`src/rtl/mem_access_unit_if.sv`:
```
// Request/response and memory-port bundle for the load/store unit.
// slave = the load/store unit; master = core request side plus the data memory.
// Memory read data is combinational from mem_a.
interface mem_access_unit_if #(
    parameter int ADDR_W = 16
);
    logic              req_valid;
    logic              req_ready;
    logic              req_we;
    logic [1:0]        req_size;
    logic              req_unsigned;
    logic [ADDR_W-1:0] req_addr;
    logic [31:0]       req_wdata;
    logic              rsp_valid;
    logic [31:0]       rsp_rdata;
    logic              rsp_err;
    logic [ADDR_W-1:0] mem_a;
    logic              mem_we;
    logic [31:0]       mem_wd;
    logic [31:0]       mem_rd;

    modport slave (
        input  req_valid, req_we, req_size, req_unsigned, req_addr, req_wdata, mem_rd,
        output req_ready, rsp_valid, rsp_rdata, rsp_err, mem_a, mem_we, mem_wd
    );

    modport master (
        output req_valid, req_we, req_size, req_unsigned, req_addr, req_wdata, mem_rd,
        input  req_ready, rsp_valid, rsp_rdata, rsp_err, mem_a, mem_we, mem_wd
    );
endinterface

```
`src/rtl/mem_access_unit.sv`:
```
// Load/store initiator: byte/half/word access to a word-only memory, sub-word stores via read-modify-write.
// Latency accept->rsp_valid: 1 cycle on error, 2 for loads and word stores, 3 for sub-word stores.
// One request in flight; req_ready only in IDLE, busy-time requests ignored, no response backpressure.
module mem_access_unit #(
    parameter int ADDR_W = 16,
    parameter int DATA_W = 32
) (
    input  logic             clk,
    input  logic             rst,
    mem_access_unit_if.slave bus
);
    typedef enum logic [1:0] {S_IDLE, S_READ, S_WRITE, S_RESP} state_t;

    state_t            state_q, state_d;
    logic              we_q, we_d;
    logic [1:0]        size_q, size_d;
    logic              uns_q, uns_d;
    logic              err_q, err_d;
    logic [ADDR_W-1:0] addr_q, addr_d;
    logic [DATA_W-1:0] wdata_q, wdata_d;
    logic [DATA_W-1:0] rdata_q, rdata_d;

    logic              req_err;
    logic [DATA_W-1:0] merged;
    logic [7:0]        load_b;
    logic [15:0]       load_h;
    logic [DATA_W-1:0] load_v;

    // Alignment / size legality of the incoming request
    always_comb begin
        req_err = 1'b0;
        case (bus.req_size)
            2'b01:   req_err = bus.req_addr[0];
            2'b10:   req_err = |bus.req_addr[1:0];
            2'b11:   req_err = 1'b1;
            default: req_err = 1'b0;
        endcase
    end

    // Next-state and request capture; mem_rd is latched at the end of READ
    always_comb begin
        state_d = state_q;
        we_d    = we_q;
        size_d  = size_q;
        uns_d   = uns_q;
        err_d   = err_q;
        addr_d  = addr_q;
        wdata_d = wdata_q;
        rdata_d = rdata_q;
        case (state_q)
            S_IDLE: begin
                if (bus.req_valid) begin
                    we_d    = bus.req_we;
                    size_d  = bus.req_size;
                    uns_d   = bus.req_unsigned;
                    addr_d  = bus.req_addr;
                    wdata_d = bus.req_wdata;
                    err_d   = req_err;
                    if (req_err)
                        state_d = S_RESP;
                    else if (bus.req_we && bus.req_size == 2'b10)
                        state_d = S_WRITE;
                    else
                        state_d = S_READ;
                end
            end
            S_READ: begin
                rdata_d = bus.mem_rd;
                state_d = we_q ? S_WRITE : S_RESP;
            end
            S_WRITE: state_d = S_RESP;
            S_RESP:  state_d = S_IDLE;
            default: state_d = S_IDLE;
        endcase
    end

    // Store word: sub-word lanes spliced into the word read in READ (little-endian)
    always_comb begin
        merged = rdata_q;
        case (size_q)
            2'b00:   merged[{addr_q[1:0], 3'b000} +: 8]  = wdata_q[7:0];
            2'b01:   merged[{addr_q[1], 4'b0000} +: 16] = wdata_q[15:0];
            default: merged = wdata_q;
        endcase
    end

    // Load lane extraction with sign/zero extension
    always_comb begin
        load_b = rdata_q[{addr_q[1:0], 3'b000} +: 8];
        load_h = rdata_q[{addr_q[1], 4'b0000} +: 16];
        case (size_q)
            2'b00:   load_v = uns_q ? {24'h0, load_b} : {{24{load_b[7]}}, load_b};
            2'b01:   load_v = uns_q ? {16'h0, load_h} : {{16{load_h[15]}}, load_h};
            default: load_v = rdata_q;
        endcase
    end

    // Output decode from state; memory port idles at zero
    always_comb begin
        bus.req_ready = (state_q == S_IDLE);
        bus.rsp_valid = (state_q == S_RESP);
        bus.rsp_err   = (state_q == S_RESP) && err_q;
        bus.rsp_rdata = (state_q == S_RESP && !err_q && !we_q) ? load_v : '0;
        bus.mem_we    = (state_q == S_WRITE);
        bus.mem_wd    = (state_q == S_WRITE) ? merged : '0;
        bus.mem_a     = (state_q == S_READ || state_q == S_WRITE) ?
                        {addr_q[ADDR_W-1:2], 2'b00} : '0;
    end

    // State and captured-request registers
    always_ff @(posedge clk or negedge rst) begin
        if (!rst) begin
            state_q <= S_IDLE;
            we_q    <= 1'b0;
            size_q  <= 2'b00;
            uns_q   <= 1'b0;
            err_q   <= 1'b0;
            addr_q  <= '0;
            wdata_q <= '0;
            rdata_q <= '0;
        end else begin
            state_q <= state_d;
            we_q    <= we_d;
            size_q  <= size_d;
            uns_q   <= uns_d;
            err_q   <= err_d;
            addr_q  <= addr_d;
            wdata_q <= wdata_d;
            rdata_q <= rdata_d;
        end
    end
endmodule

```
`src/flat_wrapper.sv`:
```
// flat-port wrapper written by rule: the top's interface ports become plain ports
module mem_access_unit_flat 
#(
    parameter int ADDR_W = 16,
    parameter int DATA_W = 32
)
  (clk, rst, bus_req_valid, bus_req_we, bus_req_size, bus_req_unsigned, bus_req_addr, bus_req_wdata, bus_mem_rd, bus_req_ready, bus_rsp_valid, bus_rsp_rdata, bus_rsp_err, bus_mem_a, bus_mem_we, bus_mem_wd);
  mem_access_unit_if #(.ADDR_W(ADDR_W)) bus_i ();
  input  logic clk;
  input  logic rst;
  input wire logic [$bits(bus_i.req_valid)-1:0] bus_req_valid;
  input wire logic [$bits(bus_i.req_we)-1:0] bus_req_we;
  input wire logic [$bits(bus_i.req_size)-1:0] bus_req_size;
  input wire logic [$bits(bus_i.req_unsigned)-1:0] bus_req_unsigned;
  input wire logic [$bits(bus_i.req_addr)-1:0] bus_req_addr;
  input wire logic [$bits(bus_i.req_wdata)-1:0] bus_req_wdata;
  input wire logic [$bits(bus_i.mem_rd)-1:0] bus_mem_rd;
  output wire logic [$bits(bus_i.req_ready)-1:0] bus_req_ready;
  output wire logic [$bits(bus_i.rsp_valid)-1:0] bus_rsp_valid;
  output wire logic [$bits(bus_i.rsp_rdata)-1:0] bus_rsp_rdata;
  output wire logic [$bits(bus_i.rsp_err)-1:0] bus_rsp_err;
  output wire logic [$bits(bus_i.mem_a)-1:0] bus_mem_a;
  output wire logic [$bits(bus_i.mem_we)-1:0] bus_mem_we;
  output wire logic [$bits(bus_i.mem_wd)-1:0] bus_mem_wd;
  assign bus_i.req_valid = bus_req_valid;
  assign bus_i.req_we = bus_req_we;
  assign bus_i.req_size = bus_req_size;
  assign bus_i.req_unsigned = bus_req_unsigned;
  assign bus_i.req_addr = bus_req_addr;
  assign bus_i.req_wdata = bus_req_wdata;
  assign bus_i.mem_rd = bus_mem_rd;
  assign bus_req_ready = bus_i.req_ready;
  assign bus_rsp_valid = bus_i.rsp_valid;
  assign bus_rsp_rdata = bus_i.rsp_rdata;
  assign bus_rsp_err = bus_i.rsp_err;
  assign bus_mem_a = bus_i.mem_a;
  assign bus_mem_we = bus_i.mem_we;
  assign bus_mem_wd = bus_i.mem_wd;
  mem_access_unit #(.ADDR_W(ADDR_W), .DATA_W(DATA_W)) u_core (.clk(clk), .rst(rst), .bus(bus_i));
endmodule
```
`config.mk`:
```
export PLATFORM = sky130hd
export DESIGN_NAME = mem_access_unit_flat
export DESIGN_NICKNAME = d
export VERILOG_FILES = /design/src/rtl/mem_access_unit_if.sv /design/src/rtl/mem_access_unit.sv /design/src/flat_wrapper.sv
export SDC_FILE = /design/constraint.sdc
export NUM_CORES = 1
export LEC_CHECK = 0
export CORE_MARGIN = 2
export CORE_UTILIZATION = 48
export DETAILED_ROUTE_END_ITERATION = 6
export GPL_TIMING_DRIVEN = 0
export HOLD_SLACK_MARGIN = 0.05
export PLACE_DENSITY = 0.81
export SLEW_MARGIN = 10
export SYNTH_ARGS = -nofsm -noshare
export SYNTH_HDL_FRONTEND = slang
export SYNTH_SLANG_ARGS = --single-unit
```
`constraint.sdc`:
```
create_clock -name clk -period 4.1 [get_ports clk]
set_clock_uncertainty 0.1 [all_clocks]
set_input_delay 0.82 -clock clk [delete_from_list [all_inputs] [get_ports clk]]
set_output_delay 0.82 -clock clk [all_outputs]
set_load 0.01 [all_outputs]
```
==> results of run 1 <==
[power breakdown]
group          internal (uW)  switching [uW]
clock network            524             351
registers               1300             732
logic                   2040            1960
[final timing paths]
kind	endpoint	slack, ns	cells past startpoint
worst max-delay path	bus_rsp_rdata[6]	0.05	6
max in group asynchronous	u_core.wdata_q[18]$_DFFE_PN0P_	2.96	2
worst min-delay path	u_core.rdata_q[8]$_DFFE_PN0N_	0.31	1
min in group clk	u_core.addr_q[12]$_DFFE_PN0P_	0.40	1
worst min register to register	u_core.addr_q[12]$_DFFE_PN0P_	0.40	1
worst max register to register	u_core.rdata_q[21]$_DFFE_PN0N_	1.76	5
[cells in the mapped netlist, drive strengths merged, types with 6 or more instances]
cell	number
dfrtp	87
mux2	84
o21ai	49
clkbuf	28
nand2	28
nor2	23
a21oi	21
buf	21
mux2i	20
a221oi	15
and2	15
nor3	14
nor2b	12
a31oi	9
ha	9
a221o	8
a22oi	8
and3	8
and3b	8
mux4	8
nand4	8
a2111oi	7
a2bb2oi	7
inv	7
nand2b	7
o22ai	7
a32oi	6
[timing repair]
| action | in CTS | in global routing |
|---|---|---|
| hold buffers | 0 | 0 |
| cloned | 0 | 0 |
| endpoints found under the setup margin | 32 | 33 |
| pin swaps | 2 | 6 |
| buffers inserted | 4 | 0 |
| gates resized for setup | 10 | 5 |
[layout make-up]
class                   instances  share of cell area, %
multi-input cells             404                  41.21
flip-flops and latches         87                  27.27
repair buffers                173                  21.76
clock buffers                  12                  3.339
plain buffers                  47                  3.088
well taps                     143                  2.241
clock inverters                 4                 0.6426
inverters                       9                 0.4545
[sequential cells by signal (all words and copies together), names as in the netlist]
register,cells
u_core.we_q,1
u_core.state_q,2
u_core.addr_q,16
u_core.rdata_q,32
u_core.err_q,1
u_core.uns_q,1
u_core.wdata_q,32
u_core.size_q,2
[stage by stage]
step / worst slack (ns) / cell area [sq um] / util, % / hold slack (ns) / total power (uW)
2_1_floorplan: 0.8377 / 5708 / - / 0.3713 / 4198
3_3_place_gp: -0.8606 / 7569 / 65.72 / 0.3801 / 5692
3_5_place_dp: -0.3276 / 7594 / 65.94 / 0.3900 / 5817
4_1_cts: 0.01445 / 7980 / 69.30 / 0.3194 / 6808
5_1_grt: 0.03374 / 7983 / 69.32 / 0.3385 / 7241
6_report: 0.05444 / 7983 / 69.32 / 0.3080 / 6904
[critical path: stages (launching register included)]
cell,delay [ns]
dfrtp_1,0.42
ha_1,0.26
or3b_1,0.35
buf_2,0.18
buf_2,0.23
a2111oi_0,0.66
clkdlybuf4s50_1,0.67
[layout by cell type (no fill, tap or decap), types with 6 or more instances in the layout]
master / synthesis / final
clkdlybuf4s50_1: 0 / 167
dfrtp_1: 87 / 87
mux2_2: 84 / 84
o21ai_0: 39 / 39
nand2_1: 28 / 28
clkbuf_1: 28 / 26
nor2_1: 23 / 23
mux2i_1: 20 / 20
a21oi_1: 20 / 20
and2_1: 15 / 15
buf_4: 5 / 11
nor2b_1: 12 / 11
nor3_1: 13 / 11
o21ai_1: 10 / 10
ha_1: 9 / 9
clkbuf_16: 0 / 9
buf_2: 9 / 8
mux4_2: 8 / 8
a31oi_1: 9 / 8
and3_1: 8 / 8
a221o_1: 8 / 8
nand4_1: 8 / 8
a22oi_1: 8 / 8
and3b_1: 8 / 8
a221oi_1: 8 / 8
inv_1: 7 / 7
nand2b_1: 7 / 7
a221oi_2: 7 / 7
o22ai_1: 7 / 7
a2bb2oi_1: 7 / 7
a2111oi_0: 7 / 6
a32oi_1: 6 / 6
[routing by layer]
metal	up-vias	GRT usage [%]	wire [um]
li1	2431	-	-
met3	72	7.338	2155
met2	388	48.30	8988
met1	2679	41.31	7887
met4	0	15.28	873
met5	-	0	0
[cell families after synthesis]
logic type	count (synthesis)	share of synthesized area [%]
adder cells (fa/ha/maj)	9	1.974
other	1	0.06574
AO/OA/AOI/OAI	144	17.81
AND/OR/NAND/NOR	137	13.73
flip-flops	87	38.17
buffers and inverters	58	5.001
multiplexers	112	23.25
==> qor.csv, run 1 <==
stage,metric,value,unit
run_status,status,"complete, but fails checks",
run_status,violations,DRC,
final_layout,multi_input_area,3289,sq um
synthesis,syn_inst,548,
placement,dp_cells,861,
setup_path,arrival,3.13,ns
placement,dp_hpwl,14660,um
placement,io_buffers,168,
global_route,grt_usage,31.18,%
synthesis,yosys-top-cells-area,"dfrtp_1, mux2_2, mux2i_1",
drt,detail-route-antenna-nets,0,
floorplanning,die_y,113.0,um
sta,drv_slew,0,
final_layout,seq_area,2177,sq um
clock_network,clock_latency,0.34,ns
final_layout,insertedDiodeCount,0,
setup_path,critical_path_required,3.18,ns
sta,rsz0062_at_grt,false,
drt,wl_per_cell,22.64,um
clock_network,cts.sinks,87,
global_route,antenna_found_initial,0,
sta,max_freq,247.2,MHz
power,p_leak,0.003162,uW
sta,relSlewSlack,49.93,%
global_route,grt_pass1_wl,30680,um
final_layout,areaGrowthSynthToFinish,39.94,%
setup_path,worstSetupStartpoint,u_core.state_q[0]$_DFFE_PN0P_,
synthesis,ys_seq_area_share,38.17,%
drt,drc,9,
floorplanning,start_util,49.53,%
drt,vias_per_cell,6.337,
clock_network,clockBufferDepth,2,
floorplanning,num_rows,39,
setup_path,crit_path_end_kind,output pin,
synthesis,avgSynthCellArea,10.41,sq um
setup_path,cp_max_fo,10,
clock_network,numCtsBuffers,9,
clock_network,cts-root-buf,clkbuf_16,
power,power_density,864.9,nW/um^2
sta,finalSetupViolations,0,
sta,finalSetupTns,0,ns
final_layout,drive_above_1_share,20.65,%
synthesis,syn_area,5704,sq um
clock_network,cts_htree_levels,3,
global_route,grt_pass1_vias,5539,
sta,finalCritPeriodShare,98.67,%
drt,wl,19900,um
drt,first_pass_iters,7,
final_layout,nFillCells,851,
floorplanning,coreArea,11520,sq um
synthesis,synth_edf_count,0,
synthesis,synth_ff_type,dfrtp_1,
drt,drt_iter0_markers,575,
floorplanning,fp.dieW,113.0,um
synthesis,yosysTopAreaCellShare,38.17,%
synthesis,synthArstFlopShare,100.0,%
sta,hold_viol,0,
run,cap_violations,0,
final_layout,num-nets-final,827,
setup_path,crit_type,flop to output pin,
global_route,grt_max_degree,58,
placement,globalplace.congestion,0.9362,
min_path,worstHoldPathType,input port to async pin,
clock_network,clk_pin_slew_worst_paths,0.07,ns
synthesis,yosys_warnings,0,
synthesis,yosys.area.top_type,dfrtp_1,
clock_network,cts_tree,built,
sta,worstMarginPinSlew,0.7453,ns
sta,fin_crit,4.046,ns
floorplanning,die_area,12770,sq um
synthesis,yosysUniqueCellTypes,54,
global_route,grt-ovfl-total,0,
floorplanning,ios,171,
final_layout,fin_cells,879,
setup_path,critPathLaunchType,flop,
drt,num_vias,5570,
setup_path,r2r_start,u_core.state_q[1]$_DFFE_PN0P_,
synthesis,ys_ff_latch,87,
power,ir_drop,0.4721,mV
Power figures use the tool's default switching activity.
==> inputs of run 2 (changes only) <==
--- a/config.mk
+++ b/config.mk
@@ -6,4 +6,5 @@
 export NUM_CORES = 1
 export LEC_CHECK = 0
+export CAP_MARGIN = 15
 export CORE_MARGIN = 2
 export CORE_UTILIZATION = 48
==> constraint.sdc (replaced) <==
create_clock -name clk -period 4.1 [get_ports clk]
set_clock_uncertainty 0.1 [all_clocks]
set_input_delay 0.41 -clock clk [delete_from_list [all_inputs] [get_ports clk]]
set_output_delay 0.41 -clock clk [all_outputs]
set_load 0.01 [all_outputs]
==> run 2 against run 1 <==
The run still ends with DRC left. Die area unchanged. Non-clock buffer count up 4. Global-route usage down 0.12 points. Largest cell class unchanged. Critical path depth up 3. Combinational power about the same. Via count down 0.63%. Core utilization up 0.065 points. Critical path type unchanged.
==> qor.csv, run 2 (synthesized netlist as in run 1, its figures left out) <==
stage,metric,value,unit,change
final_layout,num-nets-final,831,,was 827
sta,relSlewSlack,43.04,%,was 49.93%
setup_path,r2r_cells,5,,unchanged
clock_network,cts-root-buf,clkbuf_16,,unchanged
setup_path,critPathBufInv,5,,was 3
drt,detail-route-antenna-nets,0,,unchanged
placement,dp_cells,861,,unchanged
sta,whs,0.4038,ns,was 0.3080 ns
global_route,antenna_found_initial,0,,unchanged
final_layout,final_cell_mix,"clkdlybuf4s50_1, dfrtp_1, mux2_2",,unchanged
setup_path,crit_family,buffers and inverters,,unchanged
global_route,grt-ovfl-total,0,,unchanged
power,power_density,862.7,nW/um^2,was 864.9 nW/um^2
setup_path,r2r_start,u_core.state_q[0]$_DFFE_PN0P_,,was u_core.state_q[1]$_DFFE_PN0P_
floorplanning,num_rows,39,,unchanged
final_layout,insertedDiodeCount,0,,unchanged
drt,wl_per_cell,22.51,um,was 22.64 um
final_layout,multi_input_area,3271,sq um,was 3289 sq um
final_layout,seq_area,2177,sq um,unchanged
sta,rsz0062_at_grt,false,,unchanged
floorplanning,die_area,12770,sq um,unchanged
min_path,worstHoldPathType,flop to flop,,was input port to async pin
floorplanning,die_y,113.0,um,unchanged
min_path,worstHoldStart,u_core.addr_q[12]$_DFFE_PN0P_,,
setup_path,critical_path_required,3.59,ns,was 3.18 ns
final_layout,fin_cells,883,,was 879
power,ir_drop,0.4721,mV,about the same
drt,first_pass_iters,7,,unchanged
sta,hold_viol,0,,unchanged
global_route,grt_pass1_vias,5536,,was 5539
global_route,grt_usage,31.06,%,was 31.18%
power,p_leak,0.003159,uW,was 0.003162 uW
drt,vias_per_cell,6.268,,was 6.337
drt,num_vias,5535,,was 5570
clock_network,cts_htree_levels,3,,unchanged
run,cap_violations,0,,unchanged
sta,max_freq,256.1,MHz,was 247.2 MHz
setup_path,slowest_stage,clkdlybuf4s50_1,,unchanged
setup_path,critPathLaunchType,flop,,unchanged
drt,drt_iter0_markers,464,,was 575
setup_path,crit_top_cell,buf_4,,was buf_2
placement,place_area,7594,sq um,unchanged
setup_path,cp_max_fo,10,,unchanged
setup_path,crit_type,flop to output pin,,unchanged
clock_network,clockBufferDepth,2,,unchanged
final_layout,reg_top3,"u_core.rdata_q x32, u_core.wdata_q x32, u_core.addr_q x16",,unchanged
run_status,violations,DRC,,unchanged
floorplanning,ios,171,,unchanged
placement,globalplace.congestion,0.9362,,unchanged
global_route,grt_pass1_wl,30560,um,was 30680 um
sta,drv_slew,0,,unchanged
clock_network,clock_latency,0.35,ns,was 0.34 ns
floorplanning,fp.dieW,113.0,um,unchanged
final_layout,layout.cells.most_common,clkdlybuf4s50_1,,unchanged
min_path,min_to,u_core.addr_q[12]$_DFFE_PN0P_,,
setup_path,slowest_delay,0.60,ns,was 0.67 ns
sta,finalCritPeriodShare,95.26,%,was 98.67%
placement,dp_hpwl,14660,um,unchanged
floorplanning,start_util,49.53,%,unchanged
run_status,status,"complete, but fails checks",,unchanged
setup_path,crit_path_end_kind,output pin,,unchanged
power,power.total,6893,uW,was 6904 uW
setup_path,crit_chain,buf_2 > buf_4 > clkinvlp_4 > ha_1 > nor4b_4 > buf_4 > nand4_1 > a31oi_1 > clkdlybuf4s50_1,,was ha_1 > or3b_1 > buf_2 > buf_2 > a2111oi_0 > clkdlybuf4s50_1
setup_path,arrival,3.40,ns,was 3.13 ns
final_layout,drive_above_1_share,20.41,%,was 20.65%
drt,drc,9,,unchanged
final_layout,nFillCells,857,,was 851
setup_path,rrSetupSlack,1.76,ns,about the same
global_route,grt_max_degree,58,,unchanged
drt,wl,19880,um,was 19900 um
clock_network,numCtsBuffers,9,,unchanged
final_layout,areaGrowthSynthToFinish,40.07,%,was 39.94%
floorplanning,coreArea,11520,sq um,unchanged
min_path,whs_path_depth,1,,
final_layout,fin_area,7990,sq um,was 7983 sq um
sta,fin_crit,3.905,ns,was 4.046 ns
sta,finalSetupViolations,0,,unchanged
clock_network,clk_pin_slew_worst_paths,0.06,ns,was 0.07 ns
setup_path,r2r_end,u_core.wdata_q[12]$_DFFE_PN0P_,,was u_core.rdata_q[21]$_DFFE_PN0N_
placement,io_buffers,168,,unchanged
sta,worstMarginPinSlew,0.8328,ns,was 0.7453 ns
clock_network,cts_tree,built,,unchanged
clock_network,cts.sinks,87,,unchanged
[run 2: changes by cell type in the layout (fill, tap and decap cells not counted), sizes merged]
cell | before | now
clkbuf | 38 | 40
clkinvlp | 1 | 2
inv | 9 | 8
dlygate4sd3 | 0 | 1
buf | 27 | 28
[run 2: timing repair]
| action | in CTS | in global routing |
|---|---|---|
| endpoints found under the hold margin | 30 | 0 |
| pin swaps | 0 | 2 |
| setup endpoints to repair | 15 | 32 |
| gates cloned | 0 | 0 |
| setup buffers | 0 | 5 |
| hold buffers | 1 | 0 |
| gates resized for setup | 3 | 5 |
[run 2: worst reg2reg max path, cell delays in order (launching register included)]
cell and delay, ns:
dfrtp_1 0.42, inv_1 0.09, ha_1 0.27, nand2_1 0.32, clkbuf_1 0.59, mux2_2 0.42
[run 2: how the worst max path moves through the flow]
stage                                   endpoint                    startpoint  slack [ns]  depth (start not counted)
floorplan                         bus_mem_wd[10]  u_core.addr_q[1]$_DFFE_PN0P_        1.25                          8
global placement    u_core.addr_q[8]$_DFFE_PN0P_                           rst       -0.45                          1
detailed placement                 bus_mem_wd[9]  u_core.addr_q[1]$_DFFE_PN0P_        0.08                          9
CTS                                bus_mem_wd[6]  u_core.addr_q[1]$_DFFE_PN0P_      0.0002                          8
global route                      bus_mem_wd[13]  u_core.addr_q[1]$_DFFE_PN0P_        0.02                          9
finish                             bus_mem_wd[8]  u_core.addr_q[1]$_DFFE_PN0P_        0.19                          9
[run 2: final cells by class]
cell class              instances  area share [%]
plain buffers                  49           3.179
clock buffers                  12           3.335
clock inverters                 4          0.6420
inverters                       9          0.4698
multi-input cells             404           40.93
flip-flops and latches         87           27.25
well taps                     143           2.239
repair buffers                175           21.95
[run 2: layer usage]
layer / GRT usage, % / wire [um]
met1: 41.26 / 7977
met2: 48.86 / 9104
met3: 7.017 / 2003
met4: 13.90 / 790
met5: 0 / 0
[run 2: stage by stage]
step / TNS, ns / setup slack [ns] / util, %
global route: 0 / 0.01505 / 69.38
finish: 0 / 0.1945 / 69.38
detailed placement: 0 / 0.08245 / 65.94
floorplan: 0 / 1.248 / -
global placement: -38.34 / -0.4506 / 65.72
CTS: 0 / 0.0001803 / 68.90
[run 2: power breakdown]
group | switching, uW | internal, uW | total [uW]
clock network | 353 | 523 | 877
logic | 1940 | 2040 | 3990
registers | 728 | 1300 | 2030
total | 3030 | 3870 | 6890
==> RTL change: new RTL, flow settings as in run 2 <==
`addr_q` no longer has a reset.
--- a/src/rtl/mem_access_unit.sv
+++ b/src/rtl/mem_access_unit.sv
@@ -115,7 +115,6 @@
             size_q  <= 2'b00;
             uns_q   <= 1'b0;
             err_q   <= 1'b0;
-            addr_q  <= '0;
             wdata_q <= '0;
             rdata_q <= '0;
         end else begin
@@ -124,10 +123,13 @@
             size_q  <= size_d;
             uns_q   <= uns_d;
             err_q   <= err_d;
-            addr_q  <= addr_d;
             wdata_q <= wdata_d;
             rdata_q <= rdata_d;
         end
     end
+
+    always_ff @(posedge clk) begin
+        addr_q <= addr_d;
+    end
 endmodule
 
Check against the original RTL: same outputs for any inputs over 4 cycles, from zero or initial values and one cycle with rst low; that may be too few to reach the edited logic, so the function may still have changed.
==> RTL change against run 2 <==
Clock power fell by 6.3%; sequential cell count did not move; setup slack improved by 280 ps; area after synthesis fell by 5.3%; critical endpoint is now bus_mem_wd[18]; count of clock-buffer cells in the layout fell by 1; hold slack improved by 5.9 ps; die area fell by 5.1%; final area fell by 5.1%; first-iteration DRC count rose by 14%; sequential power fell by 8%; register-to-register slack improved by 170 ps; routed wire length fell by 5.5%; power fell by 14%.
==> RTL change: results (changes against run 2) <==
status=complete, no violations (was complete, but fails checks); # port buffers=168 (unchanged); number of synthesized flops with an enable pin=16 (was 0); Total Nets Final=821 (was 831); clock transition at the registers of the reported paths=60 ps (about the same); Compound-Gate Fraction of Synth Area=0.208 (was 0.178); overall global routing resource usage=0.315 (was 0.311); vias in the first global route=5148 (was 5536); setup bufs post-CTS=0 (unchanged); Worst Hold End=u_core.wdata_q[29]$_DFFE_PN0P_ (was u_core.addr_q[12]$_DFFE_PN0P_); Worst Path Arrival=3120 ps (was 3400 ps); largest cells by area after synthesis=dfrtp_1 (33%), mux2_2 (9.0%), edfxtp_1 (8.9%) (was dfrtp_1 (38%), mux2_2 (17%), mux2i_1 (3.5%)); setup slack at placement=265 ps (was 82.4 ps); crit path max fanout=10 (unchanged); GPL Wtd Cong=0.923 (was 0.936); FFs w/ async S/R, synth=0.816 (was 1.00); biggest regs=u_core.rdata_q: 32 flops, u_core.wdata_q: 32 flops, u_core.addr_q: 16 flops (unchanged); dominant synthesized flop cell=dfrtp_1 (unchanged); drt wl/cell=21.6 um (was 22.5 um); CTS buffer count=9 (unchanged); First DRT Iteration DRCs=530 (was 464); largest net degree at the start of global routing=40 (was 58); Reg2Reg Setup Slack=1930 ps (was 1760 ps); H-tree Lvls=3 (unchanged); first-pass GRT wire length=28500 um (was 30600 um); root buf cell=clkbuf_16 (unchanged); Synth Area in Adders=0.0208 (was 0.0197); initial antenna violation count=0 (unchanged); Netlist cell types=47 (was 54); share of layout cells above drive strength 1=0.148 (was 0.204); Switch Pwr=0.00257 W (was 0.00303 W); maximum VDD drop=0.344 mV (was 0.472 mV); sequential area share after synthesis=0.418 (was 0.382); hold depth=1 (unchanged); CTS max path bufs=2 (unchanged); reg2reg path depth=6 (was 5); Lkg Pwr=3.10 nW (was 3.16 nW); Synth top cells by count=nand2_1 (88), dfrtp_1 (71), mux2_2 (43) (was dfrtp_1 (87), mux2_2 (84), o21ai_0 (39)); Diodes inserted=0 (unchanged); Synth Area in XOR/XNOR=0 (unchanged); hold path start=u_core.wdata_q[29]$_DFFE_PN0P_ (was u_core.addr_q[12]$_DFFE_PN0P_); dpl hpwl=14200 um (was 14700 um); post-synthesis mux area share=0.152 (was 0.233); mean number of vias per cell=6.00 (was 6.27); Yosys warnings=0 (unchanged); drt pass-1 iters=5 (was 7); Rel. slew slack=0.531 (was 0.430); FF-to-FF End=u_core.addr_q[0]$_DFFE_PP_ (was u_core.wdata_q[12]$_DFFE_PN0P_); RR Startpoint=u_core.state_q[1]$_DFFE_PN0P_ (was u_core.state_q[0]$_DFFE_PN0P_); worst-skew pair later-pin latency=340 ps; hold crit path type=register to register (unchanged)
[RTL change: cell types whose count changed in the layout (fill, tap and decap cells not counted), sizes merged, moves of 18 or more]
| cell | change |
|---|---|
| a21oi | -18 |
| o221ai | +24 |
| inv | +25 |
| nand2 | +60 |
| mux2 | -41 |
[RTL change: final cells by class]
class                   instances  area (um2)
fillers                       869        3350
well taps                     140         175
repair buffers                170        1710
inverters                      33         124
plain buffers                  42         218
flip-flops and latches         87        2260
clock buffers                  11         233
multi-input cells             382        2810
clock inverters                 5        58.8
[RTL change: worst max path at each step]
stage                                          start  slack (ps)                            end  depth (start not counted)
after global routing      u_core.addr_q[0]$_DFFE_PP_         280                 bus_mem_wd[22]                          8
final                     u_core.addr_q[0]$_DFFE_PP_         470                 bus_mem_wd[18]                          8
after floorplan           u_core.addr_q[1]$_DFFE_PP_        1390                  bus_mem_wd[0]                          8
after global placement                           rst         210  u_core.wdata_q[3]$_DFFE_PN0P_                          1
after CTS                 u_core.addr_q[1]$_DFFE_PP_         180                  bus_mem_wd[1]                          9
after detailed placement  u_core.addr_q[1]$_DFFE_PP_         270                  bus_mem_wd[1]                          9
[RTL change: layer usage]
layer	share of wire	global-route usage	vias up
met1	0.42	0.443	2521
met5	0	0	-
met4	0.021	0.0920	0
met3	0.087	0.0670	32
met2	0.47	0.492	304
li1	-	-	2361
[RTL change: power by group through the flow]
stage	combinational (W)	clock (W)	sequential [W]
2_1_floorplan	0.00199	0	0.00155
3_3_place_gp	0.00311	0	0.00182
3_5_place_dp	0.00319	0	0.00184
4_1_cts	0.00321	0.000829	0.00183
5_1_grt	0.00351	0.000872	0.00189
6_report	0.00322	0.000822	0.00187
[RTL change: worst max-delay path, cell delays in order (launching register included)]
cell and delay (ps):
edfxtp_1 470, buf_4 260, inv_1 130, ha_1 220, nor3_1 240, nand4_1 400
o221ai_1 350, a22o_1 170, clkdlybuf4s50_1 540
[RTL change: timing repair]
action / 4_1_cts / 5_1_grt
endpoints found under the setup margin: 8 / 7
hold endpoints to repair: 32 / 0
hold buffers: 1 / 0
gates resized for setup: 1 / 0
[RTL change: per-stage QoR]
step / std cells / hold WS (ps) / instance area [um2] / total power [W]
finish: 870 / 410 / 7590 / 0.00591
global route: 870 / 426 / 7590 / 0.00627
CTS: 871 / 413 / 7590 / 0.00587
detailed placement: 854 / 281 / 7280 / 0.00504
global placement: 853 / 392 / 7260 / 0.00493
floorplan: 545 / 14.4 / 5410 / 0.00355
[RTL change: kinds of logic (layout without fill, tap and decap cells)]
group,after synthesis,count (layout)
compound gates,143,143
simple gates,160,160
buf+inv,76,261
fa+ha+maj,9,9
flops,87,87
mux,68,68
other cells,1,2
